--- src/rtl/cpu_pkg.sv ---
// Shared CPU pipeline types: memory-stage FSM states, datapath widths and the
// MEM/WB register bundle used by the memory and write-back stages.
package cpu_pkg;

  localparam int DATA_W     = 32;
  localparam int ADDR_W     = 32;
  localparam int REG_ADDR_W = 5;

  typedef enum logic {
    IDLE = 1'b0,
    BUSY = 1'b1
  } mem_state_e;

  typedef struct packed {
    logic                  memToReg;
    logic                  regWrite;
    logic [DATA_W-1:0]     readData;
    logic [DATA_W-1:0]     aluResult;
    logic [REG_ADDR_W-1:0] writeAddrReg;
  } memwb_t;

endpackage

--- src/rtl/mw_buffer.sv ---
// MEM/WB pipeline register. Loads every cycle; a bubble clears the write-back
// controls and keeps the data fields, and read data only updates on request.
module mw_buffer #(
  parameter int DATA_W     = 32,
  parameter int REG_ADDR_W = 5
) (
  input  logic                  clk,
  input  logic                  rst_n,
  input  logic                  bubble,
  input  logic                  rdata_load,
  input  logic                  next_mem_to_reg,
  input  logic                  next_reg_write,
  input  logic [DATA_W-1:0]     next_alu_result,
  input  logic [REG_ADDR_W-1:0] next_write_addr,
  input  logic [DATA_W-1:0]     next_read_data,
  output logic                  mem_to_reg,
  output logic                  reg_write,
  output logic [DATA_W-1:0]     read_data,
  output logic [DATA_W-1:0]     alu_result,
  output logic [REG_ADDR_W-1:0] write_addr
);

  always_ff @(posedge clk) begin
    if (!rst_n) begin
      mem_to_reg <= 1'b0;
      reg_write  <= 1'b0;
      read_data  <= '0;
      alu_result <= '0;
      write_addr <= '0;
    end else begin
      if (bubble) begin
        mem_to_reg <= 1'b0;
        reg_write  <= 1'b0;
      end else begin
        mem_to_reg <= next_mem_to_reg;
        reg_write  <= next_reg_write;
        alu_result <= next_alu_result;
        write_addr <= next_write_addr;
      end
      if (rdata_load) read_data <= next_read_data;
    end
  end

endmodule

--- src/rtl/mem_access_stage.sv ---
// Memory pipeline stage: data-memory req/ack access, branch resolution and
// MEM/WB load. Optional ack timeout with sticky error under DMEM_TIMEOUT_EN.
module mem_access_stage #(
  parameter int DATA_W         = cpu_pkg::DATA_W,
  parameter int ADDR_W         = cpu_pkg::ADDR_W,
  parameter int REG_ADDR_W     = cpu_pkg::REG_ADDR_W,
  parameter int TIMEOUT_CYCLES = 255
) (
  input  logic                  clk_i,
  input  logic                  rst_ni,
  input  logic                  branch_i,
  input  logic                  memToRead_i,
  input  logic                  memToReg_i,
  input  logic                  memToWrite_i,
  input  logic                  regWrite_i,
  input  logic                  zf_i,
  input  logic [ADDR_W-1:0]     branchAddr_i,
  input  logic [DATA_W-1:0]     aluResult_i,
  input  logic [DATA_W-1:0]     rtData_i,
  input  logic [REG_ADDR_W-1:0] writeAddrReg_i,
  output logic                  dmem_req_o,
  output logic                  dmem_we_o,
  output logic [ADDR_W-1:0]     dmem_addr_o,
  output logic [DATA_W-1:0]     dmem_wdata_o,
  input  logic                  dmem_ack_i,
  input  logic [DATA_W-1:0]     dmem_rdata_i,
  output logic                  stall_o,
  output logic                  pcSrc_o,
  output logic [ADDR_W-1:0]     branchAddr_o,
  output logic                  memToReg_o,
  output logic                  regWrite_o,
  output logic [DATA_W-1:0]     readData_o,
  output logic [DATA_W-1:0]     aluResult_o,
  output logic [REG_ADDR_W-1:0] writeAddrReg_o,
  output logic                  error_o
);

  import cpu_pkg::*;

  mem_state_e        state_q, state_d;
  logic              acc;
  logic              req_d, we_d;
  logic [ADDR_W-1:0] addr_d;
  logic [DATA_W-1:0] wdata_d;
  logic              bubble, rdata_load;
  logic              timeout;

  // A write wins when both read and write are decoded.
  assign acc          = memToRead_i | memToWrite_i;
  assign pcSrc_o      = branch_i & zf_i;
  assign branchAddr_o = branchAddr_i;

`ifdef DMEM_TIMEOUT_EN
  localparam int CNT_W = $clog2(TIMEOUT_CYCLES + 1);
  logic [CNT_W-1:0] cnt_q;
  logic             err_q;

  // Fires in the BUSY cycle that would complete TIMEOUT_CYCLES waits without ack.
  assign timeout = (state_q == BUSY) & ~dmem_ack_i &
                   (cnt_q == CNT_W'(TIMEOUT_CYCLES - 1));

  always_ff @(posedge clk_i) begin
    if (!rst_ni) begin
      cnt_q <= '0;
      err_q <= 1'b0;
    end else begin
      if (state_q == IDLE) cnt_q <= '0;
      else if (!dmem_ack_i) cnt_q <= cnt_q + CNT_W'(1);
      if (timeout) err_q <= 1'b1;
    end
  end

  assign error_o = err_q;
`else
  assign timeout = 1'b0;
  assign error_o = 1'b0;
`endif

  always_comb begin
    state_d    = state_q;
    req_d      = dmem_req_o;
    we_d       = dmem_we_o;
    addr_d     = dmem_addr_o;
    wdata_d    = dmem_wdata_o;
    bubble     = 1'b1;
    rdata_load = 1'b0;
    stall_o    = 1'b0;
    case (state_q)
      IDLE: begin
        if (acc) begin
          state_d = BUSY;
          req_d   = 1'b1;
          we_d    = memToWrite_i;
          addr_d  = aluResult_i;
          wdata_d = rtData_i;
          stall_o = 1'b1;
        end else begin
          bubble = 1'b0;
        end
      end
      BUSY: begin
        // Upstream held the instruction, so its controls are still on the inputs.
        if (dmem_ack_i) begin
          state_d    = IDLE;
          req_d      = 1'b0;
          bubble     = 1'b0;
          rdata_load = ~dmem_we_o;
        end else if (timeout) begin
          state_d = IDLE;
          req_d   = 1'b0;
        end else begin
          stall_o = 1'b1;
        end
      end
    endcase
  end

  always_ff @(posedge clk_i) begin
    if (!rst_ni) begin
      state_q      <= IDLE;
      dmem_req_o   <= 1'b0;
      dmem_we_o    <= 1'b0;
      dmem_addr_o  <= '0;
      dmem_wdata_o <= '0;
    end else begin
      state_q      <= state_d;
      dmem_req_o   <= req_d;
      dmem_we_o    <= we_d;
      dmem_addr_o  <= addr_d;
      dmem_wdata_o <= wdata_d;
    end
  end

  mw_buffer #(
    .DATA_W     (DATA_W),
    .REG_ADDR_W (REG_ADDR_W)
  ) u_mw_buffer (
    .clk             (clk_i),
    .rst_n           (rst_ni),
    .bubble          (bubble),
    .rdata_load      (rdata_load),
    .next_mem_to_reg (memToReg_i),
    .next_reg_write  (regWrite_i),
    .next_alu_result (aluResult_i),
    .next_write_addr (writeAddrReg_i),
    .next_read_data  (dmem_rdata_i),
    .mem_to_reg      (memToReg_o),
    .reg_write       (regWrite_o),
    .read_data       (readData_o),
    .alu_result      (aluResult_o),
    .write_addr      (writeAddrReg_o)
  );

endmodule

--- config.mk ---
export PLATFORM = sky130hd
export DESIGN_NAME = mem_access_stage
export DESIGN_NICKNAME = d
export VERILOG_FILES = /design/src/rtl/cpu_pkg.sv /design/src/rtl/mw_buffer.sv /design/src/rtl/mem_access_stage.sv
export SDC_FILE = /design/constraint.sdc
export NUM_CORES = 1
export LEC_CHECK = 0
export ABC_AREA = 0
export CAP_MARGIN = 10
export CORE_MARGIN = 3
export CORE_UTILIZATION = 40
export DETAILED_ROUTE_END_ITERATION = 16
export PLACE_DENSITY_LB_ADDON = 0.1
export SYNTH_ARGS = -nofsm -noshare
export SYNTH_HDL_FRONTEND = slang
export SYNTH_HIERARCHICAL = 1
export SYNTH_SLANG_ARGS = --single-unit
export TNS_END_PERCENT = 1
--- constraint.sdc ---
create_clock -name clk_i -period 3.8 [get_ports clk_i]
set_input_delay 0.76 -clock clk_i [delete_from_list [all_inputs] [get_ports clk_i]]
set_output_delay 0.76 -clock clk_i [all_outputs]
set_load 0.005 [all_outputs]
==> reports/results.txt, run 1 <==
Die X -> 123 um
Die ar. -> 0.0151 sq mm
Hold Slack -> 0.455 ns
Initial Util -> 41.2%
Final-report max-slew violation count -> 0
PostCTS Resize Cnt -> 0
Placed instance count -> 912
Setup TNS -> 0 ns
P_leak -> 3.14 nW
Seq/Total Area, Yosys -> 50.4%
FF/Latch Area -> 0.00276 sq mm
Root buf cell -> clkbuf_16
Port Buf Inserts -> 248
Critical path type -> primary input to primary output
Count of final hold-check violations -> 0
Required time worst endpoint -> 3.04 ns
Power per cell area -> 437 mW/mm^2
Largest stage delay, worst path -> 0.48 ns
# Max-Cap Violations -> 0
Peak supply drop -> 0.271 mV
Final WL -> 14.1 mm
Core ar. -> 0.0133 sq mm
Residual DRC -> 0
Switching pwr -> 0.825 mW
Most Frequent Cell on Critical Path -> clkdlybuf4s50_1
Final Non-Filler Cells -> 941
Critical Path Slowest Stage Cell -> clkdlybuf4s50_1
Largest net degree at the start of global routing -> 130
Die height -> 123 um
Seq pwr share -> 44.6%
Synth top area cells -> dfxtp_1 50%, mux2i_1 13%, nor2b_1 7.9%
Syn_nets -> 703
Cells on worst reg2reg path -> 5
Leading area contributor after synthesis -> dfxtp_1
Global route total overflow -> 0
Number of flops mapped to enable cells by yosys -> 0
Switching Share -> 23.1%
TritonCTS buffer count -> 17
Count leader, synth -> dfxtp_1
First-pass GRT wire length -> 21.6 mm
Worst Tran Pin Value -> 0.689 ns
Rows -> 42
CTS tree -> done
Synth Instances -> 561
CTS Buffer Depth -> 2
Clock Skew -> 0.00631 ns
Hold Crit Endpoint -> dmem_addr_o[14]
Crit. End Element -> primary output
Mapped Avg Cell Area -> 9.76 sq um
Layout cells sized above 1 -> 6.14%
Crit path buf inv count -> 2
Post-DP HPWL -> 10.0 mm
Crit path time final -> 2.84 ns
Area growth, synth to finish -> 49.7%
Drt first pass iters -> 4
Setup-failing EPs final -> 0
Worst path top cell family by delay -> buffers and inverters
Sink Count -> 138
Worst slew margin -> 54.1%
Synthesis-stage register bit count -> 138
CP startpoint kind -> primary input
# fillers -> 1119
RSZ-0062 raised after global routing -> false
Routed vias -> 4377
Crit-path max FO -> 3
Setup bufs post-CTS -> 0
Initial antenna violation count -> 0
Fmax -> 0.352 GHz
Clock share of power -> 39.2%
Ys Warns -> 6
Commonest cells in the netlist -> 138 x dfxtp_1, 69 x mux2i_1, 69 x nor2b_1, 66 x nand2_1, 59 x nand3_1
# IOs -> 314
Internal -> 2.75 mW
Share of flip-flops with an asynchronous set or reset -> 0%
Number of nets in the layout -> 897
Outcome -> finished, final reports clean
Critical path arrival -> 2.08 ns
Worst-path clk slew -> 0.05 ns
Reg-to-reg endpoint -> u_mw_buffer/write_addr[2]
GP Congestion -> 0.735
Internal reg-to-reg setup slack -> 2.05 ns
Tightest Hold Check Type -> flip-flop to flip-flop
Vias in the first global route -> 4219
Post-synth top area share -> 50.4%
Distinct cells, synth -> 24
H-tree Lvls -> 4
Worst hold path depth -> 2
Worst-Skew Late Latency -> 0.41 ns
Comb pwr share -> 16.2%
Crit-path cells -> clkdlybuf4s50_1 > o31a_2 > clkdlybuf4s50_1
GRT Resource Usage Total -> 18.4%
Antenna fix cells -> 0
Routed WL per cell -> 15.0 um
Vias per cell -> 4.65
Reg2Reg Launch Point -> state_q
Min-delay src -> dmem_addr_o[14]
Mapped cell area -> 0.00548 sq mm
Synth Flop Type -> dfxtp_1
Antenna viol nets, final -> 0
Multi-input gate area -> 0.00217 sq mm
Tcrit/Tclk final -> 74.8%
1st-iter DRT viols -> 175
Hold buffer count at cts -> 0
## area by class of cell
class | instances | area share (%)
well taps | 176 | 2.69
multi-input cells | 344 | 26.5
clock inverters | 4 | 0.244
repair buffers | 253 | 31.0
inverters | 1 | 0.0458
flip-flops and latches | 138 | 33.7
clock buffers | 25 | 5.80
## worst max path at each step
stage                             from  endpoint  cells past startpoint
final                     memToWrite_i   stall_o                      3
after CTS                 memToWrite_i   stall_o                      3
after global routing      memToWrite_i   stall_o                      3
after global placement    memToWrite_i   stall_o                      3
after floorplan           memToWrite_i   stall_o                      1
after detailed placement  memToWrite_i   stall_o                      3
## power groups by stage
stage / sequential (mW) / combinational [mW] / clock [mW]
2_1_floorplan: 1.63 / 0.270 / 0
3_3_place_gp: 1.62 / 0.578 / 0
3_5_place_dp: 1.63 / 0.585 / 0
4_1_cts: 1.60 / 0.589 / 1.44
5_1_grt: 1.61 / 0.634 / 1.51
6_report: 1.60 / 0.581 / 1.40
## layout by cell type, fill, tap and decap left out
cell type	synthesis	layout
o21ai_0	55	55
clkinv_2	0	4
a21boi_0	2	2
nand2b_1	1	1
inv_1	1	1
o31a_2	0	1
dfxtp_1	138	138
o21ai_2	10	10
clkbuf_8	0	2
clkbuf_1	12	6
nand3_2	5	5
o21bai_4	1	1
buf_12	3	2
clkbuf_16	0	17
clkdlybuf4s50_1	0	247
mux2i_1	69	69
nand3_1	59	59
and3b_1	2	2
nor2b_1	69	69
and2_1	2	2
conb_1	1	1
nor2_4	0	1
nand2_1	66	66
buf_4	36	4
## layer usage
layer / vias to the layer above / GRT usage (%) / wire, um
li1: 2222 / - / -
met1: 1945 / 19.8 / 5340
met2: 188 / 30.3 / 6900
met3: 22 / 9.42 / 1580
met4: 0 / 8.10 / 306
met5: - / 0 / 0
## metrics by stage
stage / power [mW] / utilization [%] / cell area, sq um / setup slack [ns]
2_1_floorplan: 1.90 / - / 5480 / 1.97
3_3_place_gp: 2.20 / 57.9 / 7700 / 0.967
3_5_place_dp: 2.21 / 57.9 / 7700 / 0.956
4_1_cts: 3.63 / 61.7 / 8200 / 0.939
5_1_grt: 3.75 / 61.7 / 8200 / 0.919
6_report: 3.58 / 61.7 / 8200 / 0.957
## worst register-to-register path: stages, from the launching register on
cell and delay [ns]:
dfxtp_1 0.34, nand2_1 0.15, o31a_2 0.18, buf_4 0.56
mux2i_1 0.32, nor2b_1 0.07
## kinds of logic (layout without fill, tap and decap cells)
group | Yosys count | count (layout) | synth area share (%)
AND/OR/NAND/NOR | 205 | 205 | 19.4
AO/OA/AOI/OAI | 69 | 69 | 7.40
other | 1 | 1 | 0.0685
buffers and inverters | 79 | 283 | 10.0
multiplexers | 69 | 69 | 12.6
flip-flops | 138 | 138 | 50.4
Power figures use the tool's default switching activity.
==> run 2, diff against run 1 <==
- CORE_UTILIZATION: 40 -> 38
- clock period: 3.8 -> 2.8 ns (I/O delays scaled with it)
==> run 2 against run 1 <==
  * Cell area is essentially flat
  * Sequential share of layout area about the same
  * Global-route usage down 0.94 points
  * Worst setup slack lost 0.58 ns
  * Sequential power is 36% higher
  * Utilization shrank 3.1 points
  * Critical path depth is the same
  * First-iteration DRC count up 3.4%
  * Critical path type unchanged
  * Largest cell class unchanged
==> reports/results.txt, run 2 (synthesis results as in run 1) <==
# Max-Cap Violations -> 0
Final Non-Filler Cells -> 943
Setup-failing EPs final -> 0
Die height -> 126 um
Outcome -> finished, final reports clean
RSZ-0062 raised after global routing -> false
Tightest Hold Check Type -> flip-flop to flip-flop
Number of nets in the layout -> 897
Crit. End Element -> primary output
1st-iter DRT viols -> 181
Vias in the first global route -> 4223
Global route total overflow -> 0
Root buf cell -> clkbuf_16
Routed vias -> 4340
Routed WL per cell -> 14.8 um
Fmax -> 0.412 GHz
Power per cell area -> 590 mW/mm^2
Setup TNS -> 0 ns
Layout cells sized above 1 -> 6.29%
CTS tree -> done
Placed instance count -> 916
Crit path time final -> 2.43 ns
# fillers -> 1216
CTS Buffer Depth -> 2
Design Area, Final -> 0.00820 sq mm
Placement Cell Area -> 0.00771 sq mm
Vias per cell -> 4.60
GP Congestion -> 0.760
TritonCTS buffer count -> 17
Die ar. -> 0.0159 sq mm
Sink Count -> 138
Hold buffer count at cts -> 0
Post-DP HPWL -> 9.98 mm
Worst Tran Pin Value -> 0.674 ns
Antenna fix cells -> 0
Final WL -> 13.9 mm
Worst-path clk slew -> 0.05 ns
PostCTS Resize Cnt -> 0
Count of final hold-check violations -> 0
Core ar. -> 0.0140 sq mm
Area growth, synth to finish -> 49.7%
Leading cell types in the layout, fill and taps excluded -> 247 x clkdlybuf4s50_1, 138 x dfxtp_1, 69 x mux2i_1, 69 x nor2b_1, 66 x nand2_1
Die X -> 126 um
H-tree Lvls -> 4
Clock Skew -> 0.00464 ns
Crit-path max FO -> 3
Critical path type -> primary input to primary output
Commonest non-fill, non-tap cell in the layout -> clkdlybuf4s50_1
Final Total Pwr -> 4.84 mW
Worst slew margin -> 55.0%
Residual DRC -> 0
Peak supply drop -> 0.368 mV
Initial antenna violation count -> 0
Tcrit/Tclk final -> 86.6%
Rows -> 43
CP startpoint kind -> primary input
Drt first pass iters -> 4
Final-report max-slew violation count -> 0
Initial Util -> 39.2%
Antenna viol nets, final -> 0
Worst-Skew Late Latency -> 0.41 ns
Required time worst endpoint -> 2.24 ns
Largest net degree at the start of global routing -> 130
# IOs -> 314
Port Buf Inserts -> 248
Critical path arrival -> 1.87 ns
Setup bufs post-CTS -> 0
GRT Resource Usage Total -> 17.5%
First-pass GRT wire length -> 22.2 mm
P_leak -> 3.14 nW
-- run 2: changes by cell type in the layout (fill, tap and decap cells not counted) --
cell | before | now
clkbuf_1 | 6 | 3
clkinv_2 | 4 | 5
-- run 2: per-stage QoR --
step	utilization (%)	worst slack [ns]	hold slack, ns
2_1_floorplan	-	1.20	0.453
3_3_place_gp	55.1	0.377	0.445
3_5_place_dp	55.1	0.365	0.447
4_1_cts	58.6	0.372	0.457
5_1_grt	58.6	0.329	0.475
6_report	58.6	0.374	0.452
-- run 2: per-layer routing --
metal / routed length, um / vias up / track usage, %
met5: 0 / - / 0
met4: 312 / 0 / 8.01
met3: 1390 / 31 / 7.97
met2: 6450 / 175 / 27.3
met1: 5790 / 1913 / 20.5
li1: - / 2221 / -
-- run 2: worst paths after layout --
check	startpoint	cells after the start	end	slack [ns]
setup / recovery	memToWrite_i	3	stall_o	0.37
hold / removal	dmem_addr_o[18]	2	dmem_addr_o[18]	0.45
setup reg to reg	state_q	5	u_mw_buffer/alu_result[13]	1.10
hold reg to reg	dmem_addr_o[18]	2	dmem_addr_o[18]	0.45
-- run 2: layout make-up --
class / count / area (sq um) / share of cell area (%)
clock inverters: 5 / 25.0 / 0.305
clock buffers: 22 / 464 / 5.66
well taps: 180 / 225 / 2.75
repair buffers: 253 / 2540 / 31.0
inverters: 1 / 3.75 / 0.0458
flip-flops and latches: 138 / 2760 / 33.7
multi-input cells: 344 / 2170 / 26.5
-- run 2: power by group --
| group | switching (mW) | leakage (nW) | total, mW | internal [mW] |
|---|---|---|---|---|
| logic | 0.305 | 1.76 | 0.787 | 0.482 |
| clock network | 0.744 | 0.247 | 1.89 | 1.14 |
| registers | 0.0670 | 1.13 | 2.17 | 2.10 |
-- run 2: worst max-delay path, stage by stage --
cell	delay [ns]
clkdlybuf4s50_1	0.48
o31a_2	0.38
clkdlybuf4s50_1	0.44
